File: src/rtl/vram_port_arbiter_if.sv
// vram_port_arbiter_if: video/CPU requester ports and the RAM-side port of the VRAM arbiter
interface vram_port_arbiter_if #(
  parameter int ADDR_W    = 15,
  parameter int NB_COL    = 4,
  parameter int COL_WIDTH = 8
);
  localparam int DATA_W = NB_COL * COL_WIDTH;
  logic              vid_req;
  logic [ADDR_W-1:0] vid_addr;
  logic              vid_ack;
  logic              vid_rvalid;
  logic [DATA_W-1:0] vid_rdata;
  logic              cpu_req;
  logic [ADDR_W-1:0] cpu_addr;
  logic [DATA_W-1:0] cpu_wdata;
  logic [NB_COL-1:0] cpu_be;
  logic              cpu_ack;
  logic              cpu_rvalid;
  logic [DATA_W-1:0] cpu_rdata;
  logic [ADDR_W-1:0] ram_addr;
  logic [DATA_W-1:0] ram_din;
  logic [NB_COL-1:0] ram_we;
  logic [DATA_W-1:0] ram_dout;
  modport slave (
    input  vid_req, vid_addr, cpu_req, cpu_addr, cpu_wdata, cpu_be, ram_dout,
    output vid_ack, vid_rvalid, vid_rdata, cpu_ack, cpu_rvalid, cpu_rdata,
           ram_addr, ram_din, ram_we
  );
  modport master (
    output vid_req, vid_addr, cpu_req, cpu_addr, cpu_wdata, cpu_be, ram_dout,
    input  vid_ack, vid_rvalid, vid_rdata, cpu_ack, cpu_rvalid, cpu_rdata,
           ram_addr, ram_din, ram_we
  );
endinterface

File: src/rtl/vram_port_arbiter.sv
// vram_port_arbiter: shares a single-port byte-write VRAM between a video reader and a CPU
module vram_port_arbiter #(
  parameter int ADDR_W      = 15,
  parameter int NB_COL      = 4,
  parameter int COL_WIDTH   = 8,
  parameter int RAM_LATENCY = 2,
  parameter int MAX_WAIT    = 7
) (
  input logic clk,
  input logic rst,
  vram_port_arbiter_if.slave bus_io
);
  localparam int DATA_W = NB_COL * COL_WIDTH;
  localparam int WW     = $clog2(MAX_WAIT + 1);
  localparam int TD     = RAM_LATENCY + 1;
  logic [WW-1:0]     wait_q, wait_d;
  logic [TD-1:0]     tv_q, tv_d, to_q, to_d;
  logic [ADDR_W-1:0] addr_q, addr_d;
  logic [DATA_W-1:0] din_q, din_d;
  logic [NB_COL-1:0] we_q, we_d;
  logic              starve, cpu_ack, vid_ack, cpu_rd;
  assign starve  = wait_q == WW'(MAX_WAIT);
  assign cpu_ack = !rst && bus_io.cpu_req && (!bus_io.vid_req || starve);
  assign vid_ack = !rst && bus_io.vid_req && !cpu_ack;
  assign cpu_rd  = cpu_ack && bus_io.cpu_be == '0;
  // tag pipeline: tv = read in flight, to = owner (1 = CPU); stage TD-1 lines up with ram_dout
  always_comb begin
    wait_d = (cpu_ack || !bus_io.cpu_req) ? '0 : starve ? wait_q : wait_q + 1'b1;
    addr_d = cpu_ack ? bus_io.cpu_addr : vid_ack ? bus_io.vid_addr : addr_q;
    din_d  = cpu_ack ? bus_io.cpu_wdata : din_q;
    we_d   = cpu_ack ? bus_io.cpu_be : '0;
    tv_d   = {tv_q[TD-2:0], vid_ack || cpu_rd};
    to_d   = {to_q[TD-2:0], cpu_ack};
  end
  always_ff @(posedge clk or posedge rst) begin
    if (rst) begin
      wait_q <= '0;
      tv_q   <= '0;
      to_q   <= '0;
      addr_q <= '0;
      din_q  <= '0;
      we_q   <= '0;
    end else begin
      wait_q <= wait_d;
      tv_q   <= tv_d;
      to_q   <= to_d;
      addr_q <= addr_d;
      din_q  <= din_d;
      we_q   <= we_d;
    end
  end
  assign bus_io.cpu_ack    = cpu_ack;
  assign bus_io.vid_ack    = vid_ack;
  assign bus_io.ram_addr   = addr_q;
  assign bus_io.ram_din    = din_q;
  assign bus_io.ram_we     = we_q;
  assign bus_io.vid_rvalid = tv_q[TD-1] && !to_q[TD-1];
  assign bus_io.cpu_rvalid = tv_q[TD-1] && to_q[TD-1];
  assign bus_io.vid_rdata  = bus_io.ram_dout;
  assign bus_io.cpu_rdata  = bus_io.ram_dout;
endmodule

File: src/flat_wrapper.sv
// flat-port wrapper written by rule: the top's interface ports become plain ports
module vram_port_arbiter_flat 
#(
  parameter int ADDR_W      = 15,
  parameter int NB_COL      = 4,
  parameter int COL_WIDTH   = 8,
  parameter int RAM_LATENCY = 2,
  parameter int MAX_WAIT    = 7
)
  (clk, rst, bus_io_vid_req, bus_io_vid_addr, bus_io_cpu_req, bus_io_cpu_addr, bus_io_cpu_wdata, bus_io_cpu_be, bus_io_ram_dout, bus_io_vid_ack, bus_io_vid_rvalid, bus_io_vid_rdata, bus_io_cpu_ack, bus_io_cpu_rvalid, bus_io_cpu_rdata, bus_io_ram_addr, bus_io_ram_din, bus_io_ram_we);
  vram_port_arbiter_if #(.ADDR_W(ADDR_W), .NB_COL(NB_COL), .COL_WIDTH(COL_WIDTH)) bus_io_i ();
  input logic clk;
  input logic rst;
  input wire logic [$bits(bus_io_i.vid_req)-1:0] bus_io_vid_req;
  input wire logic [$bits(bus_io_i.vid_addr)-1:0] bus_io_vid_addr;
  input wire logic [$bits(bus_io_i.cpu_req)-1:0] bus_io_cpu_req;
  input wire logic [$bits(bus_io_i.cpu_addr)-1:0] bus_io_cpu_addr;
  input wire logic [$bits(bus_io_i.cpu_wdata)-1:0] bus_io_cpu_wdata;
  input wire logic [$bits(bus_io_i.cpu_be)-1:0] bus_io_cpu_be;
  input wire logic [$bits(bus_io_i.ram_dout)-1:0] bus_io_ram_dout;
  output wire logic [$bits(bus_io_i.vid_ack)-1:0] bus_io_vid_ack;
  output wire logic [$bits(bus_io_i.vid_rvalid)-1:0] bus_io_vid_rvalid;
  output wire logic [$bits(bus_io_i.vid_rdata)-1:0] bus_io_vid_rdata;
  output wire logic [$bits(bus_io_i.cpu_ack)-1:0] bus_io_cpu_ack;
  output wire logic [$bits(bus_io_i.cpu_rvalid)-1:0] bus_io_cpu_rvalid;
  output wire logic [$bits(bus_io_i.cpu_rdata)-1:0] bus_io_cpu_rdata;
  output wire logic [$bits(bus_io_i.ram_addr)-1:0] bus_io_ram_addr;
  output wire logic [$bits(bus_io_i.ram_din)-1:0] bus_io_ram_din;
  output wire logic [$bits(bus_io_i.ram_we)-1:0] bus_io_ram_we;
  assign bus_io_i.vid_req = bus_io_vid_req;
  assign bus_io_i.vid_addr = bus_io_vid_addr;
  assign bus_io_i.cpu_req = bus_io_cpu_req;
  assign bus_io_i.cpu_addr = bus_io_cpu_addr;
  assign bus_io_i.cpu_wdata = bus_io_cpu_wdata;
  assign bus_io_i.cpu_be = bus_io_cpu_be;
  assign bus_io_i.ram_dout = bus_io_ram_dout;
  assign bus_io_vid_ack = bus_io_i.vid_ack;
  assign bus_io_vid_rvalid = bus_io_i.vid_rvalid;
  assign bus_io_vid_rdata = bus_io_i.vid_rdata;
  assign bus_io_cpu_ack = bus_io_i.cpu_ack;
  assign bus_io_cpu_rvalid = bus_io_i.cpu_rvalid;
  assign bus_io_cpu_rdata = bus_io_i.cpu_rdata;
  assign bus_io_ram_addr = bus_io_i.ram_addr;
  assign bus_io_ram_din = bus_io_i.ram_din;
  assign bus_io_ram_we = bus_io_i.ram_we;
  vram_port_arbiter #(.ADDR_W(ADDR_W), .NB_COL(NB_COL), .COL_WIDTH(COL_WIDTH), .RAM_LATENCY(RAM_LATENCY), .MAX_WAIT(MAX_WAIT)) u_core (.clk(clk), .rst(rst), .bus_io(bus_io_i));
endmodule
File: config.mk
export PLATFORM = sky130hd
export DESIGN_NAME = vram_port_arbiter_flat
export DESIGN_NICKNAME = d
export VERILOG_FILES = /design/src/rtl/vram_port_arbiter_if.sv /design/src/rtl/vram_port_arbiter.sv /design/src/flat_wrapper.sv
export SDC_FILE = /design/constraint.sdc
export NUM_CORES = 1
export LEC_CHECK = 0
export ABC_AREA = 1
export BUFFER_PORTS_ARGS = -buffer_cell sky130_fd_sc_hd__buf_2
export CORE_UTILIZATION = 44
export DETAILED_ROUTE_END_ITERATION = 8
export GPL_TIMING_DRIVEN = 0
export HOLD_SLACK_MARGIN = 0.03
export PLACE_DENSITY = 0.85
export SYNTH_ARGS = -nofsm -noshare
export SYNTH_HDL_FRONTEND = slang
export SYNTH_SLANG_ARGS = --single-unit
File: constraint.sdc
create_clock -name clk -period 7.7 [get_ports clk]
set_clock_uncertainty 0.05 [all_clocks]
set_input_delay 1.54 -clock clk [delete_from_list [all_inputs] [get_ports clk]]
set_output_delay 1.54 -clock clk [all_outputs]
set_load 0.005 [all_outputs]
Word level (Yosys, flattened, before mapping)
Cells that the tools add are included.
{ "classes": {"eq_ne": 2, "muxes": 5, "addsub": 1, "n_reduce_logical": 17} }
{ "op_table": {"columns": ["cell", "count"], "rows": [
  ["15-bit 2-to-1 mux", 2],
  ["1-bit logical AND", 7],
  ["3-bit 2-to-1 mux", 2],
  ["1-bit logical NOT", 5],
  ["4-bit logical NOT", 1],
  ["4-bit 2-to-1 mux", 1],
  ["3-bit by 1-bit adder with 3-bit output, second input constant", 1],
  ["3-bit == test, second input constant", 1],
  ["1-bit logical OR", 3],
  ["2-bit inequality test, second input constant", 1],
  ["2-bit nonzero test", 1]
]} }
{ "word_totals": {"register_bits": 60, "elab_cells": 31, "out_inout_bits": 119, "in_bits": 102} }

Depth between registers and ports, before layout
Gate-level depths: netlist of run 1.
{ "logic_depth": {"depth_word": 7, "ltp_mapped": 9, "depth_no_buf": 8} }

Worst setup path before layout of run 1
No wires, ideal clock.
{ "synth_path": {"kind": "input -> output", "startpoint": "in rst", "endpoint": "out bus_io_vid_ack", "path_slack_ns": 2.937, "path_buffers": 0, "t_arrival_ns": 3.173, "cell_stages": 3, "required_ns": 6.110, "path_cell_list": "inv_1 nand3_1 inv_1"} }
{ "synth_via": {"elab_chain_len": 5, "elab_cells_between_ends": 6, "classes_between": "reduce/logical (6)"} }
{ "synth_lines": {"columns": ["item", "line_no", "rtl"], "rows": [
  ["start, declared", "flat_wrapper.sv:13", "input logic rst;"],
  ["1-bit logical NOT (*)", "vram_port_arbiter.sv:23, vram_port_arbiter.sv:24", null],
  ["1-bit logical AND (2 in a row)", "vram_port_arbiter.sv:23", "assign cpu_ack = !rst && bus_io.cpu_req && (!bus_io.vid_req || starve);"],
  ["1-bit logical NOT", "vram_port_arbiter.sv:24", "assign vid_ack = !rst && bus_io.vid_req && !cpu_ack;"],
  ["1-bit logical AND (*)", "vram_port_arbiter.sv:24", null],
  ["end, declared", "flat_wrapper.sv:21", "output wire logic [$bits(bus_io_i.vid_ack)-1:0] bus_io_vid_ack;"]
]} }
Every way passes the cells marked *; elsewhere a longest branch is shown, timed or not.

Final worst setup path of run 1
Same ends and word-level chain as after synthesis.

==> run metrics, run 1 <==
clock root buffer=clkbuf_8; Crit-path slowest cell=inv_2; drt pass-1 iters=4; Die ar.=7279 um^2; CTS buffer count=9; Finished Layout Cells=655; R2R Path End=u_core.bus_io.ram_addr[10]; share of cells above drive strength 1=0.4965; CP endpoint kind=primary output; Fmax=232.2 MHz; CTS tree=yes; vias in the first global route=2898; Synth Flop Type=dfrtp_1; cell area power density=187.1 nW/um^2; Clock Latency Late Sink=0.33 ns; vias=2930; Hold WC Path Type=reg -> reg; # IOs=221; Avg Cell Area, Syn=8.188 um^2; first-pass GRT wire length=12.48 mm; Die Y=85.32 um; post-detail-place hpwl=6.152 mm; Initial Util=0.4676; Synth warnings=0; Max Cap Viol=0; crit path buf inv count=5; Post-Route WL=7.805 mm; CP Data Arrival Time=2.72 ns; total track usage=0.2174; Final nets=677; IO buf count=188; relative slew slack=0.5890; area of the mapped netlist=3054 um^2; max-slew violation count=0; sequential area share after synthesis=0.4916; Overflow after GRT=0; Placer Congestion=0.7943; Vias per Instance=4.473; Residual DRC=0; H-tree depth=3; design area=4280 um^2; final cycle utilization of the critical path=0.5593; initial antenna violation count=0; pin count of the biggest net entering global routing=37; CTS Sinks=60; Area contributors post-synth=dfrtp_1 49%, nand2_1 18%, buf_4 17%; VDD IR max=111.3 uV; Yosys top cell area share=0.4916; Crit Path Max Fanout=36; Critical Path Sink=bus_io_vid_ack; RSZ-0062 raised after global routing=no; CTS resizes=0; largest family of logic cells by synthesized area=simple AND/OR/NAND/NOR gates; Reg-to-Reg Start=u_core.wait_q[0]; dominant cell type by area after synthesis=dfrtp_1; ant diodes=0; Design Power=800.7 uW; multiplexer area fraction after synthesis=0; chip width=85.32 um; Crit path depth=6; Final ANT Viol Nets=0; #FFs+latches synth=60; Synth Area in Adders=0.008193; critical path class=in -> out; fin util=0.6554; final setup margin=3.393 ns; Compound-Gate Fraction of Synth Area=0.01024; synth cell count leaders=147 x nand2_1, 68 x buf_4, 60 x dfrtp_1; setup_tns=0 ns; Syn Nets=477; Worst-path clk slew=0.07 ns; CORE AREA=6531 um^2; final setup violation count=0; status=finished, final reports clean; Final min period=4.307 ns; Leak=2.754 nW; Cells after Synth=373; slowest cell delay on critical path=0.46 ns; post-CTS setup buffer count=0; simple-gate share of the synthesized area=0.2532; R2R setup slack=5.82 ns; Hold WS=0.2987 ns; Area growth syn-to-layout=40.15%; cells along the critical path=buf_2, inv_2, buf_12, nand3_1, inv_1, buf_2; hold_buf cts=0; most numerous cell in the Yosys netlist=nand2_1; Distinct cells, synth=18; CP Launch Type=input pin; Core Rows=29; xor/xnor share of the synthesized area=0.002868; CP required=6.11 ns; number of flops mapped to enable cells by yosys=0; Placed Area=4111 um^2; Inst Count DP=639; final hold vios=0; cell family with most CP delay=buffers and inverters; Slew @ Worst Pin=0.6155 ns; Crit. Startpoint=rst; most frequent cell on the critical path=buf_2; Post-Place Setup Slack=3.320 ns; first-iteration detailed-routing DRC count=75; drt wl/cell=11.92 um; maximum clock path buffer count=2; asr flop ratio synth=1.000; fill count=570; R2R cell count=9
[state kept, by name, indices dropped and copies added, names as in the netlist]
signal,cells
u_core.bus_io.ram_din,32
u_core.to_q,3
u_core.bus_io.ram_addr,15
u_core.wait_q,3
u_core.tv_q,3
u_core.bus_io.ram_we,4
[power breakdown]
group / switching [mW] / internal (mW) / total [mW]
registers: 0.0225 / 0.356 / 0.379
clock network: 0.120 / 0.123 / 0.243
logic: 0.0833 / 0.0959 / 0.179
[worst min-delay path by stage]
stage	startpoint	to	slack (ns)	cells past startpoint
4_1_cts	u_core.to_q[0]	u_core.to_q[1]	0.30	0
3_5_place_dp	u_core.to_q[0]	u_core.to_q[1]	0.29	0
5_1_grt	u_core.tv_q[0]	u_core.tv_q[1]	0.32	0
2_1_floorplan	u_core.to_q[0]	u_core.to_q[1]	0.28	0
6_report	u_core.to_q[0]	u_core.to_q[1]	0.30	0
3_3_place_gp	u_core.tv_q[0]	u_core.tv_q[1]	0.28	0
[cells by family (layout without fill, tap and decap cells)]
group / count (synthesis) / after routing
buf+inv: 118 / 323
xor+xnor: 1 / 1
flops: 60 / 60
compound gates: 4 / 4
fa+ha+maj: 2 / 2
simple gates: 188 / 188
[cell usage in the layout, fill, tap and decap left out, drive strengths merged]
cell type,instances
a21oi,2
buf,265
clkbuf,11
clkinv,4
clkinvlp,1
dfrtp,60
ha,2
inv,42
nand2,149
nand3,31
nand4,1
nor2,7
o21ai,2
xor2,1
[final cells by class]
type,count,area [um^2],share of cell area
Buffer,76,556.8,0.1301
Clock buffer,11,141.4,0.03303
Clock inverter,5,27.53,0.006431
Inverter,42,157.7,0.03683
Multi-Input combinational cell,195,838.3,0.1958
Sequential cell,60,1501,0.3508
Tap cell,77,96.34,0.02251
Timing Repair Buffer,189,960.9,0.2245
[per-layer routing]
| metal | wire (um) | vias up | global-route usage |
|---|---|---|---|
| li1 | - | 1447 | - |
| met1 | 2847 | 1318 | 0.2304 |
| met2 | 4199 | 150 | 0.4157 |
| met3 | 647 | 15 | 0.05156 |
| met4 | 110 | 0 | 0.08182 |
| met5 | 0 | - | 0 |
Power figures use the tool's default switching activity.
==> inputs of run 2 (changes only) <==
--- a/config.mk
+++ b/config.mk
@@ -7,11 +7,11 @@
 export LEC_CHECK = 0
 export ABC_AREA = 1
 export BUFFER_PORTS_ARGS = -buffer_cell sky130_fd_sc_hd__buf_2
-export CORE_UTILIZATION = 44
+export CORE_UTILIZATION = 37
 export DETAILED_ROUTE_END_ITERATION = 8
 export GPL_TIMING_DRIVEN = 0
 export HOLD_SLACK_MARGIN = 0.03
-export PLACE_DENSITY = 0.85
+export PLACE_DENSITY = 0.76
 export SYNTH_ARGS = -nofsm -noshare
 export SYNTH_HDL_FRONTEND = slang
 export SYNTH_SLANG_ARGS = --single-unit
==> constraint.sdc (replaced) <==
create_clock -name clk -period 3.5 [get_ports clk]
set_clock_uncertainty 0.05 [all_clocks]
set_input_delay 0.7 -clock clk [delete_from_list [all_inputs] [get_ports clk]]
set_output_delay 0.7 -clock clk [all_outputs]
set_load 0.005 [all_outputs]
==> run 2 against run 1 <==
Against the previous run:
- cell count grew 3.7%
- critical endpoint unchanged
- sequential share of layout area shrank 0.44 points
- via count shrank 1.6%
- core utilization shrank 10 points
- non-clock buffer count is the same
- routed wire length shrank 1.2%
- largest power group unchanged
- die area grew 18%
==> run metrics, run 2 (synthesis gave the netlist of run 1 again) <==
maximum clock path buffer count=2; CTS tree=yes; CP Launch Type=flip-flop; Finished Layout Cells=679; drt pass-1 iters=4; drt wl/cell=11.36 um; share of cells above drive strength 1=0.4957; Area growth syn-to-layout=41.91%; CP required=2.75 ns; Overflow after GRT=0; Clock Latency Late Sink=0.32 ns; CTS buffer count=9; Post-Route WL=7.712 mm; final setup violation count=0; most common cell after layout, fill and taps aside=buf_2; Final nets=677; Slew @ Worst Pin=0.4744 ns; initial antenna violation count=0; Final ANT Viol Nets=0; ant diodes=0; CTS Sinks=60; Inst Count DP=664; setup_tns=0 ns; Crit Path Max Fanout=10; Top Metal Used=met4; met2 wire length=4.061 mm; Crit-path slowest cell=dfrtp_1; total track usage=0.1755; vias in the first global route=2646; design area=4334 um^2; cells along the critical path=ha_1, ha_1, inv_1, nand2_2, nand2_4, buf_4, nand3_1, inv_1, buf_2; pin count of the biggest net entering global routing=44; Final min period=2.787 ns; Die Y=92.86 um; Worst-path clk slew=0.07 ns; hold_buf cts=0; Hold WC Path Type=reg -> reg; CTS resizes=0; CP endpoint kind=primary output; relative slew slack=0.6833; commonest non-fill, non-tap cells in the layout=195 x buf_2, 147 x nand2_1, 68 x buf_4, 60 x dfrtp_1, 39 x inv_1; post-detail-place hpwl=6.166 mm; Placed Area=4143 um^2; Die ar.=8622 um^2; Largest register FFs=32; critical path class=reg -> out; WL met3=594 um; Hold WS=0.3050 ns; H-tree depth=3; CP Data Arrival Time=2.04 ns; Core Rows=32; cell area power density=420.2 nW/um^2; max-slew violation count=0; IO buf count=188; status=finished, final reports clean; first-iteration detailed-routing DRC count=101; final cycle utilization of the critical path=0.7962; met1 wire length=2.952 mm; crit path buf inv count=4; Max Cap Viol=0; Vias per Instance=4.246; cell family with most CP delay=buffers and inverters; final hold vios=0; R2R setup slack=1.66 ns; fill count=734; # IOs=221; Leak=2.756 nW; Residual DRC=0; CORE AREA=7848 um^2; Placer Congestion=0.7420; Fmax=358.8 MHz; first-pass GRT wire length=11.88 mm; vias=2883; chip width=92.86 um; Initial Util=0.3892; clock root buffer=clkbuf_8; VDD IR max=192.4 uV; slowest cell delay on critical path=0.40 ns; post-CTS setup buffer count=0; RSZ-0062 raised after global routing=no
## run 2: changes by cell type in the layout (fill, tap and decap cells not counted), sizes merged
cell / delta
bufinv: +1
clkinv: -3
clkinvlp: +1
## run 2: worst paths after layout
check,startpoint,to,depth (start not counted)
hold / removal,u_core.to_q[1],u_core.to_q[2],0
setup / recovery,u_core.wait_q[0],bus_io_vid_ack,9
hold reg to reg,u_core.to_q[1],u_core.to_q[2],0
max in group asynchronous,rst,u_core.bus_io.ram_din[6],3
min in group asynchronous,rst,u_core.tv_q[2],2
setup reg to reg,u_core.wait_q[0],u_core.bus_io.ram_addr[4],9
## run 2: report_power, final
group	leakage (nW)	total [mW]	internal, mW	switching (mW)
logic	1.91	0.394	0.211	0.183
clock network	0.0914	0.597	0.343	0.254
registers	0.756	0.830	0.784	0.0459
## run 2: layer usage
layer  track usage  up-vias
li1              -     1447
met1        0.1972     1296
met2        0.3211      128
met3       0.04187       12
met4       0.06154        0
met5             0        -
## run 2: metrics by stage
stage               total power [mW]  worst slack, ns  utilization
floorplan                      1.037           0.4174            -
global placement               1.226          -0.3113       0.5254
detailed placement             1.243           0.8908       0.5279
CTS                            1.852           0.6732       0.5523
global route                   1.936           0.5608       0.5523
finish                         1.821           0.7133       0.5523
## run 2: final cells by class
type,instances,area [um^2],area share
Clock buffer,11,141.4,0.03262
Clock inverter,4,50.05,0.01155
Multi-Input combinational cell,195,838.3,0.1934
Timing Repair Buffer,189,960.9,0.2217
Tap cell,102,127.6,0.02945
Buffer,76,556.8,0.1285
Sequential cell,60,1501,0.3464
Inverter,42,157.7,0.03637
## run 2: worst reg2reg max path: cells and delay by family, from the launching register on
kind	cells	cell delay, ns
adder cells (fa/ha/maj)	2	0.43
buffers and inverters	2	0.35
flip-flops	1	0.40
AND/OR/NAND/NOR	5	0.51
